### src/rtl/pong_pkg.sv
// Shared Pong types and constants: game-controller states, ball-block state/winner codes,
// and the screen geometry already used by the ball and paddle blocks.
package pong_pkg;

   typedef enum logic [2:0] {
      ST_IDLE  = 3'd0,
      ST_PLAY  = 3'd1,
      ST_POINT = 3'd2,
      ST_PAUSE = 3'd3,
      ST_OVER  = 3'd4
   } state_e;

   localparam logic [1:0] STATE_GM_IDLE  = 2'b00;
   localparam logic [1:0] STATE_GM_PLAY  = 2'b01;
   localparam logic [1:0] STATE_GM_POINT = 2'b00;
   localparam logic [1:0] STATE_GM_PAUSE = 2'b10;
   localparam logic [1:0] STATE_GM_OVER  = 2'b11;

   localparam logic [1:0] WINNER_NONE = 2'b00;
   localparam logic [1:0] WINNER_P1   = 2'b01;
   localparam logic [1:0] WINNER_P2   = 2'b10;

   localparam int unsigned SCREEN_W  = 640;
   localparam int unsigned SCREEN_H  = 480;
   localparam int unsigned PADDLE_W  = 8;
   localparam int unsigned PADDLE_H  = 64;
   localparam int unsigned BALL_SIZE = 8;

   // IDLE and POINT share 00: the ball block just holds the ball for a serve in both.
   function automatic logic [1:0] state_to_gm(input state_e s);
      case (s)
         ST_PLAY:  return STATE_GM_PLAY;
         ST_PAUSE: return STATE_GM_PAUSE;
         ST_OVER:  return STATE_GM_OVER;
         ST_POINT: return STATE_GM_POINT;
         default:  return STATE_GM_IDLE;
      endcase
   endfunction

endpackage

### src/rtl/pong_game_ctrl_btn_edge.sv
// Button conditioner: 2-flop synchroniser followed by a registered rising-edge detector.
// A press yields a one-clk pulse on the 3rd clock edge after the raw input rises.
module btn_edge
   import pong_pkg::*;
(
   input  logic clk,
   input  logic reset,
   input  logic btn_in,
   output logic press
);

   logic [1:0] sync_q, sync_d;
   logic       dly_q, dly_d;
   logic       pulse_q, pulse_d;

   // NOTE: every _d is assigned on every path through always_comb, so no latch is inferred.
   always_comb begin
      sync_d  = {sync_q[0], btn_in};
      dly_d   = sync_q[1];
      pulse_d = sync_q[1] & ~dly_q;
   end

   // NOTE: non-blocking assignments so every flop samples the pre-edge values of the others.
   always_ff @(posedge clk) begin
      if (reset) begin
         sync_q  <= '0;
         dly_q   <= 1'b0;
         pulse_q <= 1'b0;
      end else begin
         sync_q  <= sync_d;
         dly_q   <= dly_d;
         pulse_q <= pulse_d;
      end
   end

   assign press = pulse_q;

endmodule

### src/rtl/pong_game_ctrl.sv
// Pong game-flow FSM: sequences the ball block via state_gm / ball_rst_n and detects points.
// Optional serve delay (auto-resume from POINT after SERVE_DELAY_MS ticks): define SERVE_DELAY_EN.
module pong_game_ctrl
   import pong_pkg::*;
#(
   parameter int unsigned WIN_SCORE      = 7,
   parameter int unsigned SERVE_DELAY_MS = 1000,
   parameter int unsigned CNT_W          = 10
) (
   input  logic       clk,
   input  logic       reset,
   input  logic       tick_1ms,
   input  logic       btn_start,
   input  logic       btn_pause,
   input  logic [3:0] p1_scr,
   input  logic [3:0] p2_scr,
   output logic [1:0] state_gm,
   output logic       ball_rst_n,
   output logic [1:0] winner,
   output logic       point_pulse
);

   if (WIN_SCORE < 1 || WIN_SCORE > 15 || CNT_W < 1 || CNT_W > 30 ||
       SERVE_DELAY_MS < 1 || SERVE_DELAY_MS > (1 << CNT_W)) begin : g_param_err
      $error("pong_game_ctrl: parameter out of range");
   end

   logic start_pulse, pause_pulse;

   btn_edge u_start (.clk(clk), .reset(reset), .btn_in(btn_start), .press(start_pulse));
   btn_edge u_pause (.clk(clk), .reset(reset), .btn_in(btn_pause), .press(pause_pulse));

   state_e     state_q, state_d;
   logic [1:0] state_gm_q, state_gm_d;
   logic [1:0] winner_q, winner_d;
   logic       ball_rst_n_q, ball_rst_n_d;
   logic       point_pulse_q, point_pulse_d;
   logic [3:0] prev_p1_q, prev_p1_d;
   logic [3:0] prev_p2_q, prev_p2_d;
   logic       p1_hit, p2_hit, p1_win, p2_win;

`ifdef SERVE_DELAY_EN
   localparam logic [CNT_W-1:0] CNT_LAST = CNT_W'(SERVE_DELAY_MS - 1);
   logic [CNT_W-1:0] cnt_q, cnt_d;
`endif

   always_comb begin
      p1_hit = (p1_scr != prev_p1_q);
      p2_hit = (p2_scr != prev_p2_q);
      p1_win = p1_hit && (32'(p1_scr) >= WIN_SCORE);
      p2_win = p2_hit && (32'(p2_scr) >= WIN_SCORE);

      state_d       = state_q;
      winner_d      = winner_q;
      point_pulse_d = 1'b0;
      prev_p1_d     = p1_scr;
      prev_p2_d     = p2_scr;
      // A pending ball reset is released only after the ball block has seen it on a tick.
      ball_rst_n_d  = ball_rst_n_q | tick_1ms;

      case (state_q)
         ST_IDLE: begin
            if (start_pulse && ball_rst_n_q) state_d = ST_PLAY;
         end
         ST_PLAY: begin
            if (p1_hit || p2_hit) begin
               point_pulse_d = 1'b1;
               if (p1_win) begin
                  state_d  = ST_OVER;
                  winner_d = WINNER_P1;
               end else if (p2_win) begin
                  state_d  = ST_OVER;
                  winner_d = WINNER_P2;
               end else begin
                  state_d = ST_POINT;
               end
            end else if (pause_pulse) begin
               state_d = ST_PAUSE;
            end
         end
         ST_PAUSE: begin
            if (pause_pulse) state_d = ST_PLAY;
         end
         ST_POINT: begin
`ifdef SERVE_DELAY_EN
            if (tick_1ms && cnt_q == CNT_LAST) state_d = ST_PLAY;
`else
            if (start_pulse) state_d = ST_PLAY;
`endif
         end
         ST_OVER: begin
            if (start_pulse) begin
               state_d      = ST_IDLE;
               winner_d     = WINNER_NONE;
               ball_rst_n_d = 1'b0;
            end
         end
         default: state_d = ST_IDLE;
      endcase

      state_gm_d = state_to_gm(state_d);

`ifdef SERVE_DELAY_EN
      cnt_d = cnt_q;
      if (state_d == ST_POINT && state_q != ST_POINT) cnt_d = '0;
      else if (state_q == ST_POINT && tick_1ms)      cnt_d = cnt_q + CNT_W'(1);
`endif
   end

   always_ff @(posedge clk) begin
      if (reset) begin
         state_q       <= ST_IDLE;
         state_gm_q    <= STATE_GM_IDLE;
         winner_q      <= WINNER_NONE;
         ball_rst_n_q  <= 1'b0;
         point_pulse_q <= 1'b0;
         prev_p1_q     <= '0;
         prev_p2_q     <= '0;
`ifdef SERVE_DELAY_EN
         cnt_q         <= '0;
`endif
      end else begin
         state_q       <= state_d;
         state_gm_q    <= state_gm_d;
         winner_q      <= winner_d;
         ball_rst_n_q  <= ball_rst_n_d;
         point_pulse_q <= point_pulse_d;
         prev_p1_q     <= prev_p1_d;
         prev_p2_q     <= prev_p2_d;
`ifdef SERVE_DELAY_EN
         cnt_q         <= cnt_d;
`endif
      end
   end

   assign state_gm    = state_gm_q;
   assign ball_rst_n  = ball_rst_n_q;
   assign winner      = winner_q;
   assign point_pulse = point_pulse_q;

endmodule

### config.mk
export PLATFORM = sky130hd
export DESIGN_NAME = pong_game_ctrl
export DESIGN_NICKNAME = d
export VERILOG_FILES = /design/src/rtl/pong_pkg.sv /design/src/rtl/pong_game_ctrl_btn_edge.sv /design/src/rtl/pong_game_ctrl.sv
export SDC_FILE = /design/constraint.sdc
export NUM_CORES = 1
export LEC_CHECK = 0
export BUFFER_PORTS_ARGS = -buffer_cell sky130_fd_sc_hd__buf_4
export CORE_MARGIN = 2
export CORE_UTILIZATION = 50
export CTS_CLUSTER_SIZE = 12
export DETAILED_ROUTE_END_ITERATION = 6
export PLACE_DENSITY = 0.76
export SKIP_CTS_REPAIR_TIMING = 1
export SKIP_LAST_GASP = 1
export SLEW_MARGIN = 25
export SYNTH_ARGS = -nofsm -noshare
export SYNTH_HDL_FRONTEND = slang
export SYNTH_SLANG_ARGS = --single-unit
export TNS_END_PERCENT = 1
### constraint.sdc
create_clock -name clk -period 1.6 [get_ports clk]
set_clock_uncertainty 0.15 [all_clocks]
set_input_delay 0 -clock clk [delete_from_list [all_inputs] [get_ports clk]]
set_output_delay 0 -clock clk [all_outputs]
set_load 0.05 [all_outputs]
# After elaboration in Yosys (flattened, before gate mapping)
# Cells that the tools add are included.
word_totals:
  regBits: 25
  latch_bits: 0
  ramBits: 0
  romBits: 0
  input_bits: 13
  wordCells: 59
  n_memories: 0
op_classes:
  n_addsub: 0
  multipliers: 0
  n_div: 0
  magnitude_cmp: 2
  n_eq_ne: 12
  n_shift: 0
  muxes: 18
  bitwise_logic: 6
  n_reduce_logical: 8
ops:
  columns: ["op", "n"]
  rows:
  - ["3-bit 2-to-1 mux", 8]
  - ["3-bit case mux with 5 select lines", 1]
  - ["3-bit by 2-bit == test with 1-bit output (second input constant)", 3]
  - ["4-bit by 3-bit >= comparator with 1-bit output (second input constant)", 2]
  - ["2-bit 2-to-1 mux", 4]
  - ["4-bit inequality test", 2]
  - ["3-bit by 1-bit == test with 1-bit output (second input constant)", 2]
  - ["3-bit == test (second input constant)", 2]
  - ["2-bit case mux with 3 select lines", 1]
  - ["2-bit case mux with 2 select lines", 1]
  - ["4-bit AND reduction", 1]
  - ["1-bit logical AND", 3]
  - ["3-bit zero test", 1]
  - ["1-bit 2-to-1 mux", 3]
  - ["3-bit inequality test (second input constant)", 1]
  - ["1-bit NOT", 3]
  - ["1-bit AND", 2]
  - ["2-bit by 1-bit inequality test with 1-bit output (second input constant)", 1]
  - ["2-bit inequality test (second input constant)", 1]
  - ["2-bit nonzero test", 1]
  - ["2-bit OR reduction", 1]
  - ["1-bit logical OR", 1]
  - ["1-bit bitwise OR", 1]

# Logic depth before layout (Yosys ltp)
logic_depth:
  ltp_word: 8
  ltp_mapped: 5

# Modules after synthesis
# From an unflattened synthesis, not the netlist that was laid out.
unflattened:
  hier_cells: 89
  hier_area_um2: 994.7
modules_own_cells:
  columns: ["mod", "instances", "cells_each", "area_per_inst_um2"]
  rows:
  - ["pong_game_ctrl", 1, 73, 772.0]
  - ["btn_edge", 2, 8, 111.4]

# Worst setup path after synthesis
# No wires, ideal clock.
synth_path:
  path_type: "register -> register"
  startpoint: "register prev_p1_q[0]"
  endpoint: "register state_gm_q[1] (netlist: state_gm[1])"
  setup_time_ns: 0.125
  arrival_ns: 1.162
  required_time_ns: 1.325
  path_slack_ns: 0.163
  path_stages_with_launch: 6
  n_path_buf: 0
  synth_period_minus_slack_ns: 1.437
  path_cell_list: "dfxtp_1 -> xnor2_1 -> a41oi_1 -> or2_1 -> a31oi_2 -> o21ai_1"
synth_via:
  elab_chain_len: 7
  word_cells_on_any_way: 10
  cone_classes: "eq/ne (4); mux (4); reduce/logical (2)"
synth_lines:
  columns: ["element", "line_no", "source"]
  rows:
  - ["start: declaration", "pong_game_ctrl.sv:38", "logic [3:0] prev_p1_q, prev_p1_d;"]
  - ["start signal: assignment", "pong_game_ctrl.sv:128", "prev_p1_q <= prev_p1_d;"]
  - ["4-bit inequality test *", "pong_game_ctrl.sv:48", "p1_hit = (p1_scr != prev_p1_q);"]
  - ["1-bit logical AND", "pong_game_ctrl.sv:50", "p1_win = p1_hit && (32'(p1_scr) >= WIN_SCORE);"]
  - ["3-bit 2-to-1 mux", "pong_game_ctrl.sv:68", "if (p1_win) begin"]
  - ["3-bit 2-to-1 mux *", "pong_game_ctrl.sv:66", "if (p1_hit || p2_hit) begin"]
  - ["3-bit case mux with 5 select lines *", "pong_game_ctrl.sv:61", "case (state_q)"]
  - ["3-bit == test, or another cell as far along", "pong_pkg.sv:31", "case (s)"]
  - ["2-bit case mux with 3 select lines *", "pong_pkg.sv:31", null]
  - ["end signal: assignment", "pong_game_ctrl.sv:124", "state_gm_q <= state_gm_d;"]
  - ["end: declaration", "pong_game_ctrl.sv:34", "logic [1:0] state_gm_q, state_gm_d;"]
# Every way passes the cells marked *; elsewhere a longest branch is shown, timed or not.
# A chain may end at the register's enable or synchronous reset.

# Worst setup path after layout
# Same ends and word-level chain as after synthesis.

==> flow_metrics.env <==
export IMPL_cts_max_level=1
export IMPL_crit_type="reg -> reg"
export IMPL_ys_warn_count=0
export IMPL_dr_pass1_iters=4
export IMPL_placedCellCount=135
export IMPL_finalSetupViolCount=3
export IMPL_dieHeight_um=47.2
export IMPL_synth_top_cell_by_area="dfxtp_1"
export IMPL_p_int_w=0.000853
export IMPL_avgRoutedWirePerCell_um=15.7
export IMPL_synth_edff_count=0
export IMPL_p_sw_w=0.000278
export IMPL_place_gp_congestion=0.797
export IMPL_numCtsBuffers=3
export IMPL_grt_pass1_vias=647
export IMPL_relSlewSlack=0.740
export IMPL_avgSynthCellArea_um2=10.1
export IMPL_syn_inst=92
export IMPL_top_usage_layer="met2"
export IMPL_netlist_area_um2=933
export IMPL_vias=867
export IMPL_io_pins=19
export IMPL_sw_frac_of_total=0.246
export IMPL_cts_buffer_depth=2
export IMPL_p_total_w=0.00113
export IMPL_required_ns=1.67
export IMPL_timing_rr_end="state_gm[1]"
export IMPL_coreArea_um2=1750
export IMPL_cp_arrival_ns=1.73
export IMPL_min_to="u_pause.press"
export IMPL_setup_ws_ns=-0.0614
export IMPL_min_from="u_pause.dly_q"
export IMPL_worstSetupStartpointType="flip-flop"
export IMPL_die_width_um=47.2
export IMPL_drcViolationCount=0
export IMPL_end_kind="flip-flop"
export IMPL_grt_util_met3=0.0462
export IMPL_synth_seq_cells=25
export IMPL_cts_tree="yes"
export IMPL_crit_fanout=3
export IMPL_gr_usage_met1=0.195
export IMPL_stdcell_count=161
export IMPL_status="finished with violations"
export IMPL_synth_area_top_cells="dfxtp_1, nor2b_1, xnor2_1"
export IMPL_drt_iter0_markers=20
export IMPL_grt_ovfl_total=0
export IMPL_wirelength_mm=2.53
export IMPL_drtAntennaViolNets=0
export IMPL_fin_nets=150
export IMPL_synth_cell_types=27
export IMPL_critPathLaunch="prev_p1_q[0]"
export IMPL_cellLeakagePower_nw=0.612
export IMPL_antenna_found_initial=0
export IMPL_report_final_slew_viol_count=0
export IMPL_p_clk_frac=0.241
export IMPL_r2r_cells=5
export IMPL_grt_max_degree=21
export IMPL_hold_violations=0
export IMPL_violations="negative setup slack"
export IMPL_die_area_um2=2230
export IMPL_final_core_util=0.819
export IMPL_root_buffer="clkbuf_4"
export IMPL_syn_num_nets=105
export IMPL_drv_cap=0
export IMPL_num_antenna_cells=0
export IMPL_grt_pass1_wl_mm=2.55
export IMPL_path_clk_slew_ns=0.13
export IMPL_clkLatencyLatePin_ns=0.32
export IMPL_p_per_area_nw_per_um2=791
export IMPL_synth_most_common_cell="dfxtp_1"
export IMPL_seq_area_frac_synth=0.536
export IMPL_synth_top_flop_cell="dfxtp_1"
export IMPL_r2r_slack_ns=-0.06
export IMPL_clock_fmax_ghz=0.602
export IMPL_p_seq_frac=0.584
export IMPL_async_flop_share=0
export IMPL_grt_setup_unrepaired="yes"
export IMPL_cts_sinks=25
export IMPL_synth_top_cell_area_share=0.536
export IMPL_peakVddDrop_uv=658
export IMPL_port_buffers=18
export IMPL_grtUsageMet2=0.268
export IMPL_grt_usage=0.172
export IMPL_rows=15
export IMPL_combPwrFrac=0.175
export IMPL_synth_top_cells_by_count="dfxtp_1, nor2b_1, xnor2_1"
export IMPL_drive_gt1_frac=0.272
export IMPL_initial_core_util=0.535
export IMPL_dp_hpwl_mm=1.20
export IMPL_via_per_inst=5.39
export IMPL_area_delta_synth_final_pct=53.1
export IMPL_holdCritPathClass="reg -> reg"
export IMPL_r2r_start="prev_p1_q[0]"
export IMPL_finalCritPeriodShare=1.04
export IMPL_tightest_slew_ns=0.387
export IMPL_period_minus_slack_ns=1.66
export IMPL_hold_depth=1
==> layout by cell type (no fill, tap or decap), types with 2 or more instances in the layout <==
| master | n |
|---|---|
| nor2_1 | 4 |
| buf_4 | 20 |
| inv_1 | 4 |
| nor2b_1 | 16 |
| dfxtp_1 | 24 |
| a31oi_1 | 3 |
| nand2_1 | 5 |
| clkbuf_4 | 3 |
| o21ai_0 | 2 |
| xnor2_2 | 8 |
| dlygate4sd3_1 | 22 |
| nand2b_1 | 4 |
| nor4_1 | 2 |
==> critical path, stage by stage, from the launching register on <==
cell and delay [ns]:
dfxtp_1 0.36, xnor2_2 0.23, a41oi_1 0.21, or2_1 0.29
a31oi_2 0.23, o21ai_1 0.09
==> flip-flops by register name, indices dropped and copies added, names as in the netlist <==
register,cells
state_gm,2
prev_p2_q,4
u_pause.sync_q,2
u_pause.press,1
winner,2
prev_p1_q,4
point_pulse,1
u_pause.dly_q,1
u_start.sync_q,2
state_q,3
u_start.dly_q,1
u_start.press,1
ball_rst_n,1
==> power groups by stage <==
stage | sequential (W) | combinational [W] | clock [W]
after floorplan | 0.000681 | 0.0000600 | 0
after global placement | 0.000669 | 0.000118 | 0
after detailed placement | 0.000670 | 0.000121 | 0
after CTS | 0.000656 | 0.000121 | 0.000272
after global routing | 0.000663 | 0.000209 | 0.000305
final | 0.000661 | 0.000198 | 0.000272
==> layer usage <==
layer / vias to the layer above / wire length [µm]
li1: 406 / -
met1: 411 / 977
met2: 40 / 1320
met3: 10 / 119
met4: 0 / 104
met5: - / 0
==> final cells by class <==
class,instances,area [µm²]
flip-flops and latches,25,502
repair buffers,42,370
well taps,25,31.3
fillers,96,317
multi-input cells,61,484
clock buffers,4,26.3
inverters,4,15.0
==> how the worst max path moves through the flow <==
stage,end,depth (start not counted)
after global routing,state_gm[1],5
after CTS,state_gm[1],5
after detailed placement,state_gm[1],5
final,state_gm[1],5
after floorplan,state_gm[1],5
after global placement,state_gm[1],5
==> kinds of logic after synthesis <==
family / synth area share
AND/OR/NAND/NOR: 0.232
flip-flops: 0.536
AO/OA/AOI/OAI: 0.133
XOR/XNOR: 0.0751
buffers and inverters: 0.0241
==> per-stage QoR <==
step	cell area, µm²	hold WS (ns)	TNS, ns	setup slack [ns]
after floorplan	933	-0.0218	0	0.163
after global placement	1110	0.0646	0	0.0788
after CTS	1130	-0.255	0	0.0601
final	1430	0.264	-0.129	-0.0614
after detailed placement	1110	0.0721	0	0.0807
after global routing	1430	0.296	-0.257	-0.120
Power figures use the tool's default switching activity.
